`src/rtl/core_ctrl_pkg.sv`:
```
// Shared definitions for the pipeline hazard/stall controller:
// long-op FSM encoding, hazard-cause debug enum and limits.
package core_ctrl_pkg;

    typedef enum logic {
        ST_RUN  = 1'b0,
        ST_LONG = 1'b1
    } ctrl_state_e;

    typedef enum logic [2:0] {
        CAUSE_NONE    = 3'd0,
        CAUSE_DMEM    = 3'd1,
        CAUSE_LONG    = 3'd2,
        CAUSE_BRANCH  = 3'd3,
        CAUSE_LOADUSE = 3'd4,
        CAUSE_IMEM    = 3'd5
    } hazard_cause_e;

    localparam int LONG_LAT_MAX = 64;
    localparam int LONG_CNT_W   = 6;

endpackage

```
`src/rtl/load_use_detect.sv`:
```
// Combinational load-use comparator: flags an ID-stage source register that
// matches the destination of a load currently in EX.
module load_use_detect (
    input  logic [4:0] i_rs1,
    input  logic [4:0] i_rs2,
    input  logic       i_rs1_used,
    input  logic       i_rs2_used,
    input  logic [4:0] i_rd,
    input  logic       i_reg_wb_en,
    input  logic       i_is_load,
    output logic       o_hazard
);

    logic w_rs1_match;
    logic w_rs2_match;

    assign w_rs1_match = i_rs1_used && (i_rd == i_rs1);
    assign w_rs2_match = i_rs2_used && (i_rd == i_rs2);

    // x0 is hard-wired zero, so a load targeting it never creates a dependency.
    assign o_hazard = i_is_load && i_reg_wb_en && (i_rd != 5'd0)
                      && (w_rs1_match || w_rs2_match);

endmodule

```
`src/rtl/hazard_stall_ctrl.sv`:
```
// Central pipeline stall/flush controller: priority-resolves dmem busywait,
// long ops, taken branches, load-use and imem busywait; counts stall cycles.
module hazard_stall_ctrl
    import core_ctrl_pkg::*;
#(
    parameter int LONG_LAT = 4,
    parameter int CNT_W    = 16
) (
    input  logic             clk_i,
    input  logic             rst_i,
    input  logic [4:0]       rs1_label_if_id_i,
    input  logic [4:0]       rs2_label_if_id_i,
    input  logic             rs1_used_i,
    input  logic             rs2_used_i,
    input  logic [4:0]       rd_id_ex_i,
    input  logic             reg_wb_en_id_ex_i,
    input  logic             is_load_instruction_id_ex_i,
    input  logic             is_long_id_ex_i,
    input  logic             branch_taken_i,
    input  logic             imem_busywait_i,
    input  logic             dmem_busywait_i,
    output logic             pc_stall_o,
    output logic             if_id_stall_o,
    output logic             if_id_flush_o,
    output logic             id_ex_stall_o,
    output logic             id_ex_flush_o,
    output logic             ex_mem_bubble_o,
    output logic             back_stall_o,
    output logic             long_busy_o,
    output logic [CNT_W-1:0] stall_cycles_o
);

    if (LONG_LAT < 1 || LONG_LAT > LONG_LAT_MAX) begin : g_bad_lat
        $error("hazard_stall_ctrl: LONG_LAT out of range 1..64");
    end

    localparam bit                    LONG_EN   = (LONG_LAT >= 2);
    localparam logic [LONG_CNT_W-1:0] LONG_INIT = LONG_CNT_W'(LONG_EN ? LONG_LAT - 2 : 0);

    ctrl_state_e             r_state;
    ctrl_state_e             w_state_nxt;
    logic [LONG_CNT_W-1:0]   r_cnt;
    logic [LONG_CNT_W-1:0]   w_cnt_nxt;
    logic [CNT_W-1:0]        r_stall_cycles;
    logic                    w_load_use;
    logic                    w_long_entry;
    logic                    w_long_stall;
    hazard_cause_e           w_cause;

    load_use_detect u_load_use_detect (
        .i_rs1       (rs1_label_if_id_i),
        .i_rs2       (rs2_label_if_id_i),
        .i_rs1_used  (rs1_used_i),
        .i_rs2_used  (rs2_used_i),
        .i_rd        (rd_id_ex_i),
        .i_reg_wb_en (reg_wb_en_id_ex_i),
        .i_is_load   (is_load_instruction_id_ex_i),
        .o_hazard    (w_load_use)
    );

    assign w_long_entry = LONG_EN && (r_state == ST_RUN) && is_long_id_ex_i;
    assign w_long_stall = w_long_entry || ((r_state == ST_LONG) && (r_cnt != '0));

    // The LONG cycle with cnt==0 is the release cycle: no stall, back to RUN.
    always_comb begin
        // NOTE: every combinational target gets a default first so no path leaves it unassigned (no latch).
        w_state_nxt = r_state;
        w_cnt_nxt   = r_cnt;
        if (!dmem_busywait_i) begin
            case (r_state)
                ST_RUN: begin
                    if (w_long_entry) begin
                        w_state_nxt = ST_LONG;
                        w_cnt_nxt   = LONG_INIT;
                    end
                end
                ST_LONG: begin
                    if (r_cnt != '0) w_cnt_nxt = r_cnt - LONG_CNT_W'(1);
                    else             w_state_nxt = ST_RUN;
                end
                default: w_state_nxt = ST_RUN;
            endcase
        end
    end

    always_ff @(posedge clk_i) begin
        // NOTE: state registers use non-blocking assignments so all flops update from pre-edge values.
        if (rst_i) begin
            r_state        <= ST_RUN;
            r_cnt          <= '0;
            r_stall_cycles <= '0;
        end else begin
            r_state <= w_state_nxt;
            r_cnt   <= w_cnt_nxt;
            if (pc_stall_o && (r_stall_cycles != '1)) begin
                r_stall_cycles <= r_stall_cycles + CNT_W'(1);
            end
        end
    end

    always_comb begin
        w_cause = CAUSE_NONE;
        if      (dmem_busywait_i) w_cause = CAUSE_DMEM;
        else if (w_long_stall)    w_cause = CAUSE_LONG;
        else if (branch_taken_i)  w_cause = CAUSE_BRANCH;
        else if (w_load_use)      w_cause = CAUSE_LOADUSE;
        else if (imem_busywait_i) w_cause = CAUSE_IMEM;
    end

    // Exactly one cause drives the controls, so a flush and a stall on the same register never coincide.
    always_comb begin
        pc_stall_o      = 1'b0;
        if_id_stall_o   = 1'b0;
        if_id_flush_o   = 1'b0;
        id_ex_stall_o   = 1'b0;
        id_ex_flush_o   = 1'b0;
        ex_mem_bubble_o = 1'b0;
        back_stall_o    = 1'b0;
        if (rst_i) begin
            if_id_flush_o = 1'b1;
            id_ex_flush_o = 1'b1;
        end else begin
            case (w_cause)
                CAUSE_DMEM: begin
                    pc_stall_o    = 1'b1;
                    if_id_stall_o = 1'b1;
                    id_ex_stall_o = 1'b1;
                    back_stall_o  = 1'b1;
                end
                CAUSE_LONG: begin
                    pc_stall_o      = 1'b1;
                    if_id_stall_o   = 1'b1;
                    id_ex_stall_o   = 1'b1;
                    ex_mem_bubble_o = 1'b1;
                end
                CAUSE_BRANCH: begin
                    if_id_flush_o = 1'b1;
                    id_ex_flush_o = 1'b1;
                end
                CAUSE_LOADUSE: begin
                    pc_stall_o    = 1'b1;
                    if_id_stall_o = 1'b1;
                    id_ex_flush_o = 1'b1;
                end
                CAUSE_IMEM: begin
                    pc_stall_o    = 1'b1;
                    if_id_flush_o = 1'b1;
                end
                default: ;
            endcase
        end
    end

    assign long_busy_o    = !rst_i && (r_state == ST_LONG);
    assign stall_cycles_o = r_stall_cycles;

endmodule

```
`config.mk`:
```
export PLATFORM = sky130hd
export DESIGN_NAME = hazard_stall_ctrl
export DESIGN_NICKNAME = d
export VERILOG_FILES = /design/src/rtl/core_ctrl_pkg.sv /design/src/rtl/load_use_detect.sv /design/src/rtl/hazard_stall_ctrl.sv
export SDC_FILE = /design/constraint.sdc
export NUM_CORES = 1
export LEC_CHECK = 0
export ABC_AREA = 1
export CAP_MARGIN = 20
export CELL_PAD_IN_SITES_DETAIL_PLACEMENT = 1
export CELL_PAD_IN_SITES_GLOBAL_PLACEMENT = 1
export CORE_MARGIN = 2
export CORE_UTILIZATION = 33
export DETAILED_ROUTE_END_ITERATION = 6
export GPL_TIMING_DRIVEN = 0
export PLACE_DENSITY = 0.9
export SYNTH_ARGS = -nofsm -noshare
export SYNTH_HDL_FRONTEND = slang
export SYNTH_SLANG_ARGS = --single-unit
```
`constraint.sdc`:
```
create_clock -name clk_i -period 2.3 [get_ports clk_i]
set_input_delay 0.23 -clock clk_i [delete_from_list [all_inputs] [get_ports clk_i]]
set_output_delay 0.23 -clock clk_i [all_outputs]
set_load 0.03 [all_outputs]
```
### Yosys cells after proc, flatten, opt, wreduce, memory -nomap -nowiden

Cells that the tools add are included.

| operators by class | value |
|---|---|
| $add $sub $neg | 2 |
| equality and inequality tests | 10 |
| mux-type cells | 25 |
| bitwise logic cells | 2 |
| reduce and logical (&&, ||, !) cells | 20 |

Operators by type and width:

| kind | number |
|---|---|
| $add A16 B1 Y16 const B | 1 |
| $mux W1 | 16 |
| $ne A16 B16 Y1 const B | 1 |
| $mux W3 | 5 |
| $mux W6 | 2 |
| $pmux W6 S2 | 1 |
| $eq A5 B5 Y1 | 2 |
| $logic_and A1 B1 Y1 | 9 |
| $eq A3 B2 Y1 const B | 2 |
| $eq A3 B3 Y1 const B | 2 |
| $reduce_bool A6 Y1 | 1 |
| $reduce_or A2 Y1 | 3 |
| $sub A6 B1 Y6 const B | 1 |
| $reduce_bool A5 Y1 | 1 |
| $reduce_or A4 Y1 | 1 |
| $eq A3 B1 Y1 const B | 1 |
| $reduce_and A3 Y1 | 1 |
| $reduce_or A3 Y1 | 1 |
| $logic_or A1 B1 Y1 | 2 |
| $ne A2 B1 Y1 const B | 1 |
| $ne A2 B2 Y1 const B | 1 |
| $not A1 Y1 | 2 |
| $pmux W1 S2 | 1 |
| $logic_not A1 Y1 | 1 |

| storage, ports and cells | value |
|---|---|
| register bits | 23 |
| bits of input ports | 25 |

### Longest topological paths before layout

Gate-level depths: netlist (run 1).

| depth | value |
|---|---|
| depth after elaboration | 13 |
| mapped depth | 15 |
| depth with buffers taken out | 14 |

### Modules after synthesis

A second synthesis (run 1) with hierarchy kept.

| unflattened totals | value |
|---|---|
| cell total of the unflattened synthesis | 277 |
| area, all modules | 1706.6 sq um |

Modules (own cells, without submodules):

| module | instances | cells an instance | area each (sq um) |
|---|---|---|---|
| hazard_stall_ctrl | 1 | 221 | 1486.4 |
| load_use_detect | 1 | 56 | 220.2 |

### Least setup slack after synthesis (run 1)

OpenSTA, ideal clock, no wires.

| timing | value |
|---|---|
| kind | flip-flop to flip-flop |
| from | register r_stall_cycles[0], in the netlist stall_cycles_o[0] |
| to | register r_stall_cycles[2], in the netlist stall_cycles_o[2] |
| library setup time | 0.066 ns |
| data arrival time | 1.891 ns |
| data required time | 2.234 ns |
| slack | 0.343 ns |
| cell stages (with the launch flop) | 11 |
| path buffers | 1 |
| period minus slack after synthesis | 1.957 ns |
| path through | dfxtp_1 ha_1 nand3_2 nor2_2 nand4_1 clkinv_1 nand4_4 nand2_4 buf_12 nand2_2 a21oi_2 |

| on the way | value |
|---|---|
| longest elaborated chain between the ends | 2 |
| elaborated cells on any way between the ends | 3 |
| those cells by class | add/sub (1); eq/ne (1); reduce/logical (1) |

Ends and longest elaborated chain:

| what | RTL line | RTL |
|---|---|---|
| from (decl) | hazard_stall_ctrl.sv:44 | `logic [CNT_W-1:0] r_stall_cycles;` |
| from (signal assigned) | hazard_stall_ctrl.sv:96 | `r_stall_cycles <= r_stall_cycles + CNT_W'(1);` |
| branches (longest 2 deep; another with $add A16 B1 Y16) | - |  |

Parallel ways; which one is timed is not known.
A chain may end at the register's enable or synchronous reset.

### Final worst setup path (run 1)

| timing | value |
|---|---|
| from | register r_cnt[0] |
| to | output port pc_stall_o |

| on the way | value |
|---|---|
| longest elaborated chain between the ends | 9 |
| elaborated cells on any way between the ends | 12 |
| those cells by class | eq/ne (4); mux (4); reduce/logical (4) |

Ends and longest elaborated chain:

| what | RTL line | RTL |
|---|---|---|
| from (decl) | hazard_stall_ctrl.sv:42 | `logic [LONG_CNT_W-1:0] r_cnt;` |
| from (signal assigned) | hazard_stall_ctrl.sv:94 | `r_cnt <= w_cnt_nxt;` |
| $reduce_bool A6 Y1 * | hazard_stall_ctrl.sv:62 | `assign w_long_stall = w_long_entry \|\| ((r_state == ST_LONG) && (r_cnt != '0));` |
| $logic_and A1 B1 Y1 * | hazard_stall_ctrl.sv:62 |  |
| $logic_or A1 B1 Y1 * | hazard_stall_ctrl.sv:62 |  |
| $mux W3 * | hazard_stall_ctrl.sv:104 | `else if (w_long_stall) w_cause = CAUSE_LONG;` |
| $mux W3 * | hazard_stall_ctrl.sv:103 | `if (dmem_busywait_i) w_cause = CAUSE_DMEM;` |
| $eq A3 B1 Y1 (tied with other cells) | hazard_stall_ctrl.sv:123 | `case (w_cause)` |
| $reduce_or A4 Y1 (no source line) * | - |  |
| $mux W1 * | hazard_stall_ctrl.sv:123 |  |
| $mux W1 * | hazard_stall_ctrl.sv:119 | `if (rst_i) begin` |
| to (decl) | hazard_stall_ctrl.sv:22 | `output logic pc_stall_o,` |

Mark *: on every way between the ends. The rest lies on a longest branch, timed or not.

==> results of run 1 <==
layout make-up:
cell class                      instances  area share, %
Inverter                               38          6.006
Tap cell                               70          3.504
Sequential cell                        23          18.47
Timing Repair Buffer                   62          23.47
Clock buffer                            3          1.652
Buffer                                  5          2.953
Multi-Input combinational cell        191          43.74
Clock inverter                          1         0.2002
stage by stage:
stage          hold WS (ns)  TNS (ns)  utilization (%)  cell area, sq um  power (mW)
2_1_floorplan        0.3427         0                -              1734      0.6076
3_3_place_gp         0.4848    -1.091            45.36              2302      0.7088
3_5_place_dp         0.4927    -1.392            45.36              2302      0.7212
4_1_cts              0.5132   -0.2486            46.20              2345      0.9743
5_1_grt              0.5306   -0.4549            49.26              2500       1.094
6_report             0.5076         0            49.26              2500       1.029
routing by layer:
layer	up-vias	wire length (um)	track usage, %
met3	10	158	3.791
li1	952	-	-
met2	39	2842	32.92
met5	-	0	0
met1	902	2192	18.90
met4	0	116	3.636
worst min-delay path, delay by kind of cell (launching register included):
kind | cells | cell delay, ns
flops | 1 | 0.35
compound gates | 1 | 0.04
simple gates | 1 | 0.08
layout by cell type, fill, tap and decap left out, drive strengths merged, types with 4 or more instances in the layout:
| cell | n |
|---|---|
| clkbuf | 5 |
| xor2 | 9 |
| nor3 | 6 |
| a21oi | 17 |
| nor2 | 24 |
| dfxtp | 23 |
| nand4 | 4 |
| clkdlybuf4s50 | 40 |
| nand2 | 79 |
| inv | 37 |
| o21ai | 8 |
| xnor2 | 4 |
| nand3 | 33 |
| buf | 22 |
how the worst max path moves through the flow:
stage | start | end | slack, ns
global route | r_cnt[0]$_SDFFE_PP0P_ | pc_stall_o | -0.12
floorplan | stall_cycles_o[0]$_SDFFE_PP0P_ | stall_cycles_o[2]$_SDFFE_PP0P_ | 0.34
global placement | rd_id_ex_i[4] | pc_stall_o | -0.36
CTS | r_cnt[0]$_SDFFE_PP0P_ | pc_stall_o | -0.25
detailed placement | rd_id_ex_i[3] | pc_stall_o | -0.40
finish | r_cnt[0]$_SDFFE_PP0P_ | pc_stall_o | 0.02
state kept, by name, summed over array words and instances, names as in the netlist:
name / flops
r_state: 1
stall_cycles_o: 16
r_cnt: 6
kinds of logic after synthesis:
kind of cell	synth area share, %
flops	26.55
xor+xnor	6.566
buf+inv	12.41
simple gates	43.07
fa+ha+maj	1.443
compound gates	9.956
where the power goes:
part / internal (mW) / switching, mW
sequential: 0.412 / 0.0181
combinational: 0.160 / 0.180
clock: 0.121 / 0.137
timing repair:
item                       4_1_cts  5_1_grt
pin swaps                        0        9
setup buffers                    0       14
setup endpoints to repair        7        6
hold buffers                     0        0
resized for setup               26       29
==> impl_metrics.toml, run 1 <==
[detailed_routing]
remaining_drc_errors = 0
route.final.wire_length_um = 5309
detail_route.first_pass.iterations = 4
vias = 1903
drt_iter0_drc = 56
postRouteAntennaNets = 0
wire_length_per_cell_um = 13.51
route.detailed.vias_per_inst = 4.842

[pwr]
vdd_ir_drop_max_uv = 283.1
p_leak_nw = 1.057
power_density_of_the_placed_cells_mw_per_mm2 = 411.5

[setup_path]
worst_path_cell_chain = "inv_4 > ha_4 > inv_4 > nor3_4 > nand2_1 > o21ai_2 > nand2_1 > nor2_2 > nand3_2 > nand2_8 > buf_8 > buf_6"
crit_slowest_cell = "sky130_fd_sc_hd__dfxtp_2"
r2r-end = "stall_cycles_o[9]$_SDFFE_PP0P_"
worst_path_fanout_max = 7
cp.required_ns = 2.07
critical-path-top-delay-family = "simple AND/OR/NAND/NOR gates"
critPathCaptureType = "primary output"
path_class = "flop to primary output"
critical_path_depth = 12
worst_reg_to_reg_setup_slack_ns = 0.16
rr_worst_depth = 15
cp.buffers_inverters = 4
timing.critical_path.arrival_ns = 2.05
critPathLaunchType = "flop"
rr_startpoint = "r_cnt[0]$_SDFFE_PP0P_"
crit_path_max_incr_delay_ns = 0.34

[yosys]
yosys_register_bits = 23
ys_async_sr_fraction_pct = 0
seq_area_frac_synth_pct = 26.55
synth_most_common_cell = "sky130_fd_sc_hd__nand2_1"
ys.warnings.count = 0
mapped_cells = 257
synthesis.area_per_instance_sq_um = 6.748
syn_area_sq_mm = 0.001734
mappedNetlistNets = 284
synth_edf_count = 0
post_synth_most_frequent_cells = "67 x sky130_fd_sc_hd__nand2_1, 36 x sky130_fd_sc_hd__inv_1, 31 x sky130_fd_sc_hd__nand3_1"
netlist_top_cells_area = "sky130_fd_sc_hd__dfxtp_1 27%, sky130_fd_sc_hd__nand2_1 15%, sky130_fd_sc_hd__nand3_1 8.9%"
post_synth_num_cell_types = 31
yosysTopAreaCellShare_pct = 26.55
yosys.area.top_type = "sky130_fd_sc_hd__dfxtp_1"
ys_dominant_reg_cell = "sky130_fd_sc_hd__dfxtp_1"

[sta]
period_share_pct = 98.94
timing.final.ws_setup_ns = 0.02444
setup_repair_after_global_routing_missed_its_margin = "yes"
timing.final.hold_violations = 0
final_setup_viols = 0
timing.clock.skew_ns = 0.005643
fin_crit_ns = 2.276
worst_pin_slew_ns = 0.5372
pins_over_slew_limit = 0
clock.fmax_mhz = 439.5
headroom_to_the_max_slew_limit_pct = 63.81

[run_status]
outcome = "completed"

[place]
detailedPlace.worstSlack_ns = -0.3992
buffer_ports.inserted = 48
detailed_place_hpwl_um = 4000
place_inst = 375
gp_routability_congestion = 0.7791

[worst_hold_path]
hold_path_end = "stall_cycles_o[13]$_SDFFE_PP0P_"
hold_depth = 2
min_path_type = "flop to flop"
hold_path.startpoint = "stall_cycles_o[13]$_SDFFE_PP0P_"

[finish]
ff_latch_area_sq_um = 461.7
antenna_cells = 0
share_of_final_layout_standard_cells_stronger_than_drive_strength_1_pct = 21.98
nets = 351
multiInputGateArea_sq_mm = 0.001094
fillers = 684
layoutNonFillerInstCount = 393
layout-area-overhead-vs-synth_pct = 44.16

[global_route]
grt_util_all_layers_pct = 17.06
grt_overflow = 0
grt_max_degree = 14
grt_antenna_before_repair = 0
global_route_wire_length_before_repair_um = 8390
vias_in_the_first_global_route = 1903

[clocking]
tritoncts = "done"
worstSkewPairLatency_ns = 0.27
h-tree-depth = 1
tritoncts.num_buffers = 3
clk_transition_reported_paths_ns = 0.09
clock_tree.root_cell = "sky130_fd_sc_hd__clkbuf_8"
clock-sinks = 23
ctsLongestPathBuffers = 2

[floorplan]
die_width_um = 76.49
die_area_sq_mm = 0.005851
fp-row-count = 26
placeable_core_region_sq_mm = 0.005075
number_of_ports_placed_on_the_die_boundary = 49
die_height_um = 76.49
starting_density_of_the_core_pct = 34.17

[flow_run]
drv_cap = 0
Note: power is estimated with default switching activity, not from simulation.
==> inputs of run 2 (changes only) <==
--- a/config.mk
+++ b/config.mk
@@ -11,6 +11,7 @@
 export CELL_PAD_IN_SITES_GLOBAL_PLACEMENT = 1
 export CORE_MARGIN = 2
 export CORE_UTILIZATION = 33
+export CTS_CLUSTER_SIZE = 20
 export DETAILED_ROUTE_END_ITERATION = 6
 export GPL_TIMING_DRIVEN = 0
 export PLACE_DENSITY = 0.9
==> results of run 2 <==
The final DEF is identical to that of run 1; final timing and power are the same.
